### src/rtl/fp_add_sub.sv
// Multi-cycle IEEE-754 adder/subtractor with round-to-nearest-even.
// Special operands resolve on the Load edge; normal operands take four stages.
module fp_add_sub #(
   parameter int PRECISION = 32
) (
   input  logic                 Clk,
   input  logic                 Rst_n,
   input  logic [PRECISION-1:0] A,
   input  logic [PRECISION-1:0] B,
   input  logic                 Op,
   input  logic                 Load,
   input  logic                 Enable,
   output logic [PRECISION-1:0] Result,
   output logic                 Valid
);

   localparam int EW = (PRECISION == 64) ? 11 : 8;
   localparam int FW = PRECISION - EW - 1;
   localparam int SW = FW + 4;
   localparam int XW = EW + 2;
   localparam int LW = $clog2(SW + 1);
   localparam logic [EW-1:0] SHMAX = EW'(SW - 1);

   typedef enum logic [2:0] {IDLE, ALIGN, ADD, NORM, ROUND} state_t;
   state_t state, nextState;

   logic [PRECISION-1:0] aReg, bReg, bEff;
   logic                 specFlag, zeroFlag, xSign, subOp;
   logic [XW-1:0]        expReg;
   logic [SW-1:0]        xSig, ySig, normSig;
   logic [SW:0]          sumReg;

   assign bEff = {B[PRECISION-1] ^ Op, B[PRECISION-2:0]};

   // Special operand detection on the raw inputs
   logic [EW-1:0] aExpIn, bExpIn;
   logic          aNan, bNan, aInf, bInf, aZero, bZero, specHit;
   logic [PRECISION-1:0] specVal;

   assign aExpIn = A[PRECISION-2:FW];
   assign bExpIn = B[PRECISION-2:FW];
   assign aNan   = (aExpIn == '1) && (A[FW-1:0] != '0);
   assign bNan   = (bExpIn == '1) && (B[FW-1:0] != '0);
   assign aInf   = (aExpIn == '1) && (A[FW-1:0] == '0);
   assign bInf   = (bExpIn == '1) && (B[FW-1:0] == '0);
   assign aZero  = (aExpIn == '0);
   assign bZero  = (bExpIn == '0);

   always_comb begin
      specHit = 1'b1;
      specVal = '0;
      if (aNan || bNan || (aInf && bInf && (A[PRECISION-1] != bEff[PRECISION-1])))
         specVal = {1'b0, {(PRECISION-1){1'b1}}};
      else if (aInf)
         specVal = A;
      else if (bInf)
         specVal = bEff;
      else if (aZero && bZero)
         specVal = {A[PRECISION-1] & bEff[PRECISION-1], {(PRECISION-1){1'b0}}};
      else if (aZero)
         specVal = bEff;
      else if (bZero)
         specVal = A;
      else
         specHit = 1'b0;
   end

   // Alignment: larger magnitude becomes X, Y shifts right with sticky
   logic                 swap, lost;
   logic [PRECISION-1:0] xOp, yOp;
   logic [EW-1:0]        diff, shAmt;
   logic [SW-1:0]        xExt, yExt, yShift, ySh;

   always_comb begin
      swap   = bReg[PRECISION-2:0] > aReg[PRECISION-2:0];
      xOp    = swap ? bReg : aReg;
      yOp    = swap ? aReg : bReg;
      diff   = xOp[PRECISION-2:FW] - yOp[PRECISION-2:FW];
      shAmt  = (diff > SHMAX) ? SHMAX : diff;
      xExt   = {1'b1, xOp[FW-1:0], 3'b000};
      yExt   = {1'b1, yOp[FW-1:0], 3'b000};
      yShift = yExt >> shAmt;
      lost   = |(yExt & ~({SW{1'b1}} << shAmt));
      ySh    = {yShift[SW-1:1], yShift[0] | lost};
   end

   logic [LW-1:0] lzc;
   logic          found;
   logic [SW-1:0] normNext;
   logic [XW-1:0] expNext;

   always_comb begin
      lzc   = '0;
      found = 1'b0;
      for (int i = SW - 1; i >= 0; i--) begin
         if (!found && sumReg[i]) begin
            found = 1'b1;
            lzc   = LW'(SW - 1 - i);
         end
      end
      if (sumReg[SW]) begin
         normNext = {sumReg[SW:2], sumReg[1] | sumReg[0]};
         expNext  = expReg + XW'(1);
      end else begin
         normNext = sumReg[SW-1:0] << lzc;
         expNext  = expReg - {{(XW-LW){1'b0}}, lzc};
      end
   end

   logic [FW:0]          mant;
   logic                 roundUp;
   logic [FW+1:0]        mantR;
   logic [XW-1:0]        expR;
   logic [FW-1:0]        fracOut;
   logic [PRECISION-1:0] roundRes;

   always_comb begin
      mant    = normSig[SW-1:3];
      roundUp = normSig[2] & (normSig[1] | normSig[0] | mant[0]);
      mantR   = {1'b0, mant} + {{(FW+1){1'b0}}, roundUp};
      if (mantR[FW+1]) begin
         fracOut = mantR[FW:1];
         expR    = expReg + XW'(1);
      end else begin
         fracOut = mantR[FW-1:0];
         expR    = expReg;
      end
      if (!expR[XW-1] && expR >= {2'b00, {EW{1'b1}}})
         roundRes = {xSign, {EW{1'b1}}, {FW{1'b0}}};
      else if (expR[XW-1] || expR == '0)
         roundRes = {xSign, {(PRECISION-1){1'b0}}};
      else
         roundRes = {xSign, expR[EW-1:0], fracOut};
   end

   always_comb begin
      nextState = state;
      if (Load)
         nextState = specHit ? ROUND : ALIGN;
      else begin
         unique case (state)
            ALIGN:   nextState = ADD;
            ADD:     nextState = NORM;
            NORM:    nextState = ROUND;
            ROUND:   nextState = IDLE;
            default: nextState = IDLE;
         endcase
      end
   end

   always_ff @(posedge Clk) begin
      if (!Rst_n)
         state <= IDLE;
      else if (Enable)
         state <= nextState;
   end

   always_ff @(posedge Clk) begin
      if (!Rst_n) begin
         aReg     <= '0;
         bReg     <= '0;
         specFlag <= 1'b0;
         zeroFlag <= 1'b0;
         xSign    <= 1'b0;
         subOp    <= 1'b0;
         expReg   <= '0;
         xSig     <= '0;
         ySig     <= '0;
         sumReg   <= '0;
         normSig  <= '0;
         Result   <= '0;
         Valid    <= 1'b0;
      end else if (Enable) begin
         Valid <= 1'b0;
         if (Load) begin
            aReg     <= A;
            bReg     <= bEff;
            specFlag <= specHit;
            zeroFlag <= 1'b0;
            if (specHit)
               Result <= specVal;
         end else begin
            unique case (state)
               ALIGN: begin
                  xSign  <= xOp[PRECISION-1];
                  subOp  <= aReg[PRECISION-1] ^ bReg[PRECISION-1];
                  expReg <= {2'b00, xOp[PRECISION-2:FW]};
                  xSig   <= xExt;
                  ySig   <= ySh;
               end
               ADD:
                  sumReg <= subOp ? {1'b0, xSig} - {1'b0, ySig}
                                  : {1'b0, xSig} + {1'b0, ySig};
               NORM: begin
                  normSig  <= normNext;
                  expReg   <= expNext;
                  zeroFlag <= (sumReg == '0);
               end
               ROUND: begin
                  Valid <= 1'b1;
                  if (!specFlag)
                     Result <= zeroFlag ? '0 : roundRes;
               end
               default: ;
            endcase
         end
      end
   end

endmodule

### config.mk
export PLATFORM = sky130hd
export DESIGN_NAME = fp_add_sub
export DESIGN_NICKNAME = d
export VERILOG_FILES = /design/src/rtl/fp_add_sub.sv
export SDC_FILE = /design/constraint.sdc
export NUM_CORES = 1
export LEC_CHECK = 0
export CAP_MARGIN = 10
export CORE_ASPECT_RATIO = 1.75
export CORE_UTILIZATION = 50
export DETAILED_ROUTE_END_ITERATION = 12
export GPL_TIMING_DRIVEN = 1
export PLACE_DENSITY = 0.66
export SLEW_MARGIN = 10
export SYNTH_ARGS = -nofsm -noshare
export SYNTH_HDL_FRONTEND = slang
export SYNTH_SLANG_ARGS = --single-unit
### constraint.sdc
create_clock -name Clk -period 5.86 [get_ports Clk]
set_clock_uncertainty 0.1 [all_clocks]
set_input_delay 0.879 -clock Clk [delete_from_list [all_inputs] [get_ports Clk]]
set_output_delay 0.879 -clock Clk [all_outputs]
set_load 0.02 [all_outputs]
==> impl_summary.md <==
Status
The run finished with clean final reports.

Worst setup path
Following the worst setup path forward leads to its endpoint at ySig[6]$_SDFFE_PN0P_. The path depth of the worst reg2reg path is 20. The kind of start point of the critical path is a register. For the worst setup path, the data required time is 6230 ps.

Traced cell by cell, the critical path runs through inv_1 -> ha_1 -> nor2b_1 -> o211ai_1 -> a2111oi_4 -> o311ai_4 -> a211o_1 -> and2_1 -> ha_1 -> and3b_1 -> a21oi_2 -> or3_1 -> a211o_4 -> a221oi_4 -> buf_12 -> mux2_2 -> mux2i_1 -> mux2i_1 -> a211oi_1 -> o221a_1. By startpoint and endpoint, the worst setup path is classified as register to register. Across all register-to-register paths, the minimum setup slack is 270 ps. The launch point of the worst reg-to-reg path is aReg[1]$_SDFFE_PN0P_. The critical path capture point type is a register. Tracing the worst setup path back leads to its startpoint at aReg[1]$_SDFFE_PN0P_. The arrival time of the worst setup path is 5970 ps. The worst stage delay on the critical path is 590 ps. In this run the worst path has a maximum fanout of 14. The endpoint identified for the worst register-to-register timing path is ySig[6]$_SDFFE_PN0P_. The master of the slowest instance on the critical path is a2111oi_4.

Logic synthesis
The number of flops mapped to enable cells by yosys is 0. The sequential area share after synthesis is 25.5%. The share of the synthesized area in the top cell type is 25.5%. The yosys synthesis warning count is 0. In the post-synthesis netlist, the biggest area contributors are dfxtp_1 (25%), nand2_1 (7.9%), ha_1 (6.4%), a21oi_1 (6.1%), nor2_1 (5.5%).

In this run the mean area of a mapped cell was 7.27 um^2. The predominant post-synthesis flop cell is dfxtp_1. The cell count after synthesis is 2378.

Ranked by instance count, the synthesized netlist is headed by nand2_1 (364), nor2_1 (254), dfxtp_1 (220). The number of synthesized register bits is 220. The number of distinct library cells after synthesis is 101. After synthesis, the share of flip-flops with an asynchronous set or reset is 0%. The leading area contributor after synthesis is dfxtp_1. In this run the cell area of the synthesized design comes to 0.0173 mm^2. In the post-synthesis netlist, the cell with the most instances is nand2_1. The number of nets produced by synthesis is 2538.

Floorplanning
The height of the die is 248 um. The number of placement rows is 89. 102 I/O pins were placed. Once the floorplan was initialized, standard cells occupied 51.1% of the core. The total area inside the core boundary comes to 0.0339 mm^2. The die covers 0.0354 mm^2. From left edge to right edge, the die measures 143 um.

STA
The final number of hold-violating endpoints is 0. The final setup violation count is 0. Hold is met by 362 ps. The final-report max-slew violation count is 0. Setup repair after global routing left no endpoint under its margin. After layout, the worst path uses 95.4% of the clock period. Setup total negative slack on the finished layout was measured at 0 ps.

The routed design could run at a clock period as short as 5590 ps. The maximum clock rate is 179 MHz. The actual transition at the worst max-transition pin is 1360 ps. The relative slew slack is 9.56%.

Global route
Global routing consumed, over all layers together, 42.2% of the routing resources. The global routing met3 resource utilization is 8.40%. The wire length of the first global-routing pass is 111000 um. The via count of the first global-routing pass is 18300. In the global route stage, met1 resource usage came out at 42.3%. The global routing met2 resource utilization is 73.2%. Entering global routing, the biggest net connects 118 pins. The global-route layer with the greatest usage is met2. After global routing the overflow that remains totals 0.

The initial antenna violation count is 2.

Cells and area
Relative to the synthesized area, the layout overhead comes to 15.4%. The number of filler instances in the final layout is 3275. The number of nets in the finished design is 2609. The fraction of layout cells with a size suffix above 1 is 9.05%. After routing the design area is 0.0200 mm^2.

Clock tree
The clock tree root buffer cell is clkbuf_16. The CTS buffer count is 23. The depth of the CTS H-tree is 1. The clock reaches the later pin of the worst-skew pair after 560 ps. Clock-pin slew was measured on the worst setup and hold paths at 60 ps.

TritonCTS built the clock tree. Hold repair after CTS inserted 0 buffers. The largest buffer count on any clock path is 3. The clock net sink count is 220.

Placement
The total cell area at the placement stage is 0.0191 mm^2. Summed over all nets, the half-perimeter wirelength after detailed placement is 56900 um. The final weighted congestion in routability-driven placement is 1.05.

Port buffering added 101 buffers.

Routing
The DRC violation count after routing is 0. Dividing the detail-routed via count by the number of cells gives 6.49. The residual antenna-violating net count after detailed routing is 0.

After detailed routing, the average wire length per cell comes to 25.7 um. The detailed router placed 19000 vias in this run. The initial detailed-routing violation count is 1547.

The first TritonRoute pass finished after 7 iterations. The total routed wirelength is 75000 um.

Min path
The type of the most critical hold path is register to register.

Run
The tool flagged a number of max-cap violations equal to 0.

Power
Dividing total power by cell area gives a power density of 234 mW/mm^2. The leakage power total is 7.38 nW. IR analysis of the VDD net gives a maximum drop of 0.000234 V.
[cells in the final DEF, fill, tap and decap left out, types with 10 or more instances in the layout]
master / count
o211ai_1: 24
a311oi_1: 29
nand2_1: 363
inv_1: 108
nor2_1: 252
a221o_1: 35
nor3_1: 56
or3_1: 15
clkdlybuf4s50_1: 100
a21o_1: 20
o21ai_0: 121
dfxtp_1: 220
ha_1: 88
mux2_2: 15
clkbuf_16: 24
nand2b_1: 14
buf_4: 103
xor2_1: 22
o22ai_1: 10
and2_1: 16
o21a_1: 11
a22oi_1: 23
a211oi_1: 63
xnor2_1: 39
and3_1: 26
a221oi_1: 27
nor4_1: 27
mux2i_1: 80
a31oi_1: 25
nor2b_1: 17
a21oi_1: 209
nand4_1: 24
nand3_1: 51
o31ai_1: 14
[area by class of cell]
class,instances,area [um^2],share of cell area [%]
timing repair buffer,209,1880,9.44
sequential,220,4400,22.1
clock inverter,14,151,0.758
clock buffer,27,621,3.11
tap,455,569,2.85
inverter,111,419,2.10
multi-input combinational,1884,11900,59.7
antenna,2,5.00,0.0251
[state kept, by name, indices dropped and copies added, names as in the netlist, 3 cells and up]
name     flops
bReg        32
xSig        24
state        3
expReg      10
ySig        27
Result      32
normSig     27
aReg        32
sumReg      28
[metrics by stage]
stage	power (mW)	instances	utilization, %	setup WS [ps]
after floorplan	2.53	2378	-	755
after global placement	3.12	2875	56.4	129
after detailed placement	3.11	2875	56.4	93.7
after CTS	4.63	2916	58.7	33.9
after global routing	4.83	2921	59.0	8.62
final	4.67	2922	59.0	267
[cell families after synthesis]
kind of cell / share of synthesized area, %
AND/OR/NAND/NOR: 23.5
AO/OA/AOI/OAI: 29.1
buffers and inverters: 6.29
flip-flops: 25.5
multiplexers: 5.90
adder cells (fa/ha/maj): 6.67
XOR/XNOR: 3.09
[routing by layer]
layer  vias to the layer above  wire length [um]
met5                         -                 0
met4                         0              7790
met3                       318              5620
met2                       893             36300
met1                      8966             25200
li1                       8788                 -
[where the power goes]
part | switching [mW] | internal, mW | total, mW
registers | 0.0472 | 1.54 | 1.59
clock network | 0.675 | 0.854 | 1.53
logic | 1.01 | 0.550 | 1.56
total | 1.73 | 2.94 | 4.67
[timing repair]
item | in CTS | in global routing
endpoints found under the setup margin | 0 | 17
endpoints found under the hold margin | 0 | 0
gates resized for setup | 0 | 9
setup buffers | 0 | 3
[how the worst min path moves through the flow]
stage | start | cells past startpoint | slack [ps] | to
after floorplan | aReg[23]$_SDFFE_PN0P_ | 2 | 340 | aReg[23]$_SDFFE_PN0P_
after global placement | aReg[23]$_SDFFE_PN0P_ | 2 | 350 | aReg[23]$_SDFFE_PN0P_
after detailed placement | aReg[23]$_SDFFE_PN0P_ | 2 | 350 | aReg[23]$_SDFFE_PN0P_
after CTS | aReg[23]$_SDFFE_PN0P_ | 2 | 360 | aReg[23]$_SDFFE_PN0P_
after global routing | aReg[11]$_SDFFE_PN0P_ | 2 | 390 | aReg[11]$_SDFFE_PN0P_
final | aReg[23]$_SDFFE_PN0P_ | 2 | 360 | aReg[23]$_SDFFE_PN0P_
[critical path, delay by kind of cell, from the launching register on]
| kind | cells | cell delay (ps) |
|---|---|---|
| AO/OA/AOI/OAI | 9 | 2640 |
| adder cells (fa/ha/maj) | 2 | 460 |
| buffers and inverters | 2 | 260 |
| flip-flops | 1 | 380 |
| multiplexers | 3 | 690 |
| AND/OR/NAND/NOR | 4 | 980 |
(Power assumes the default switching activity.)
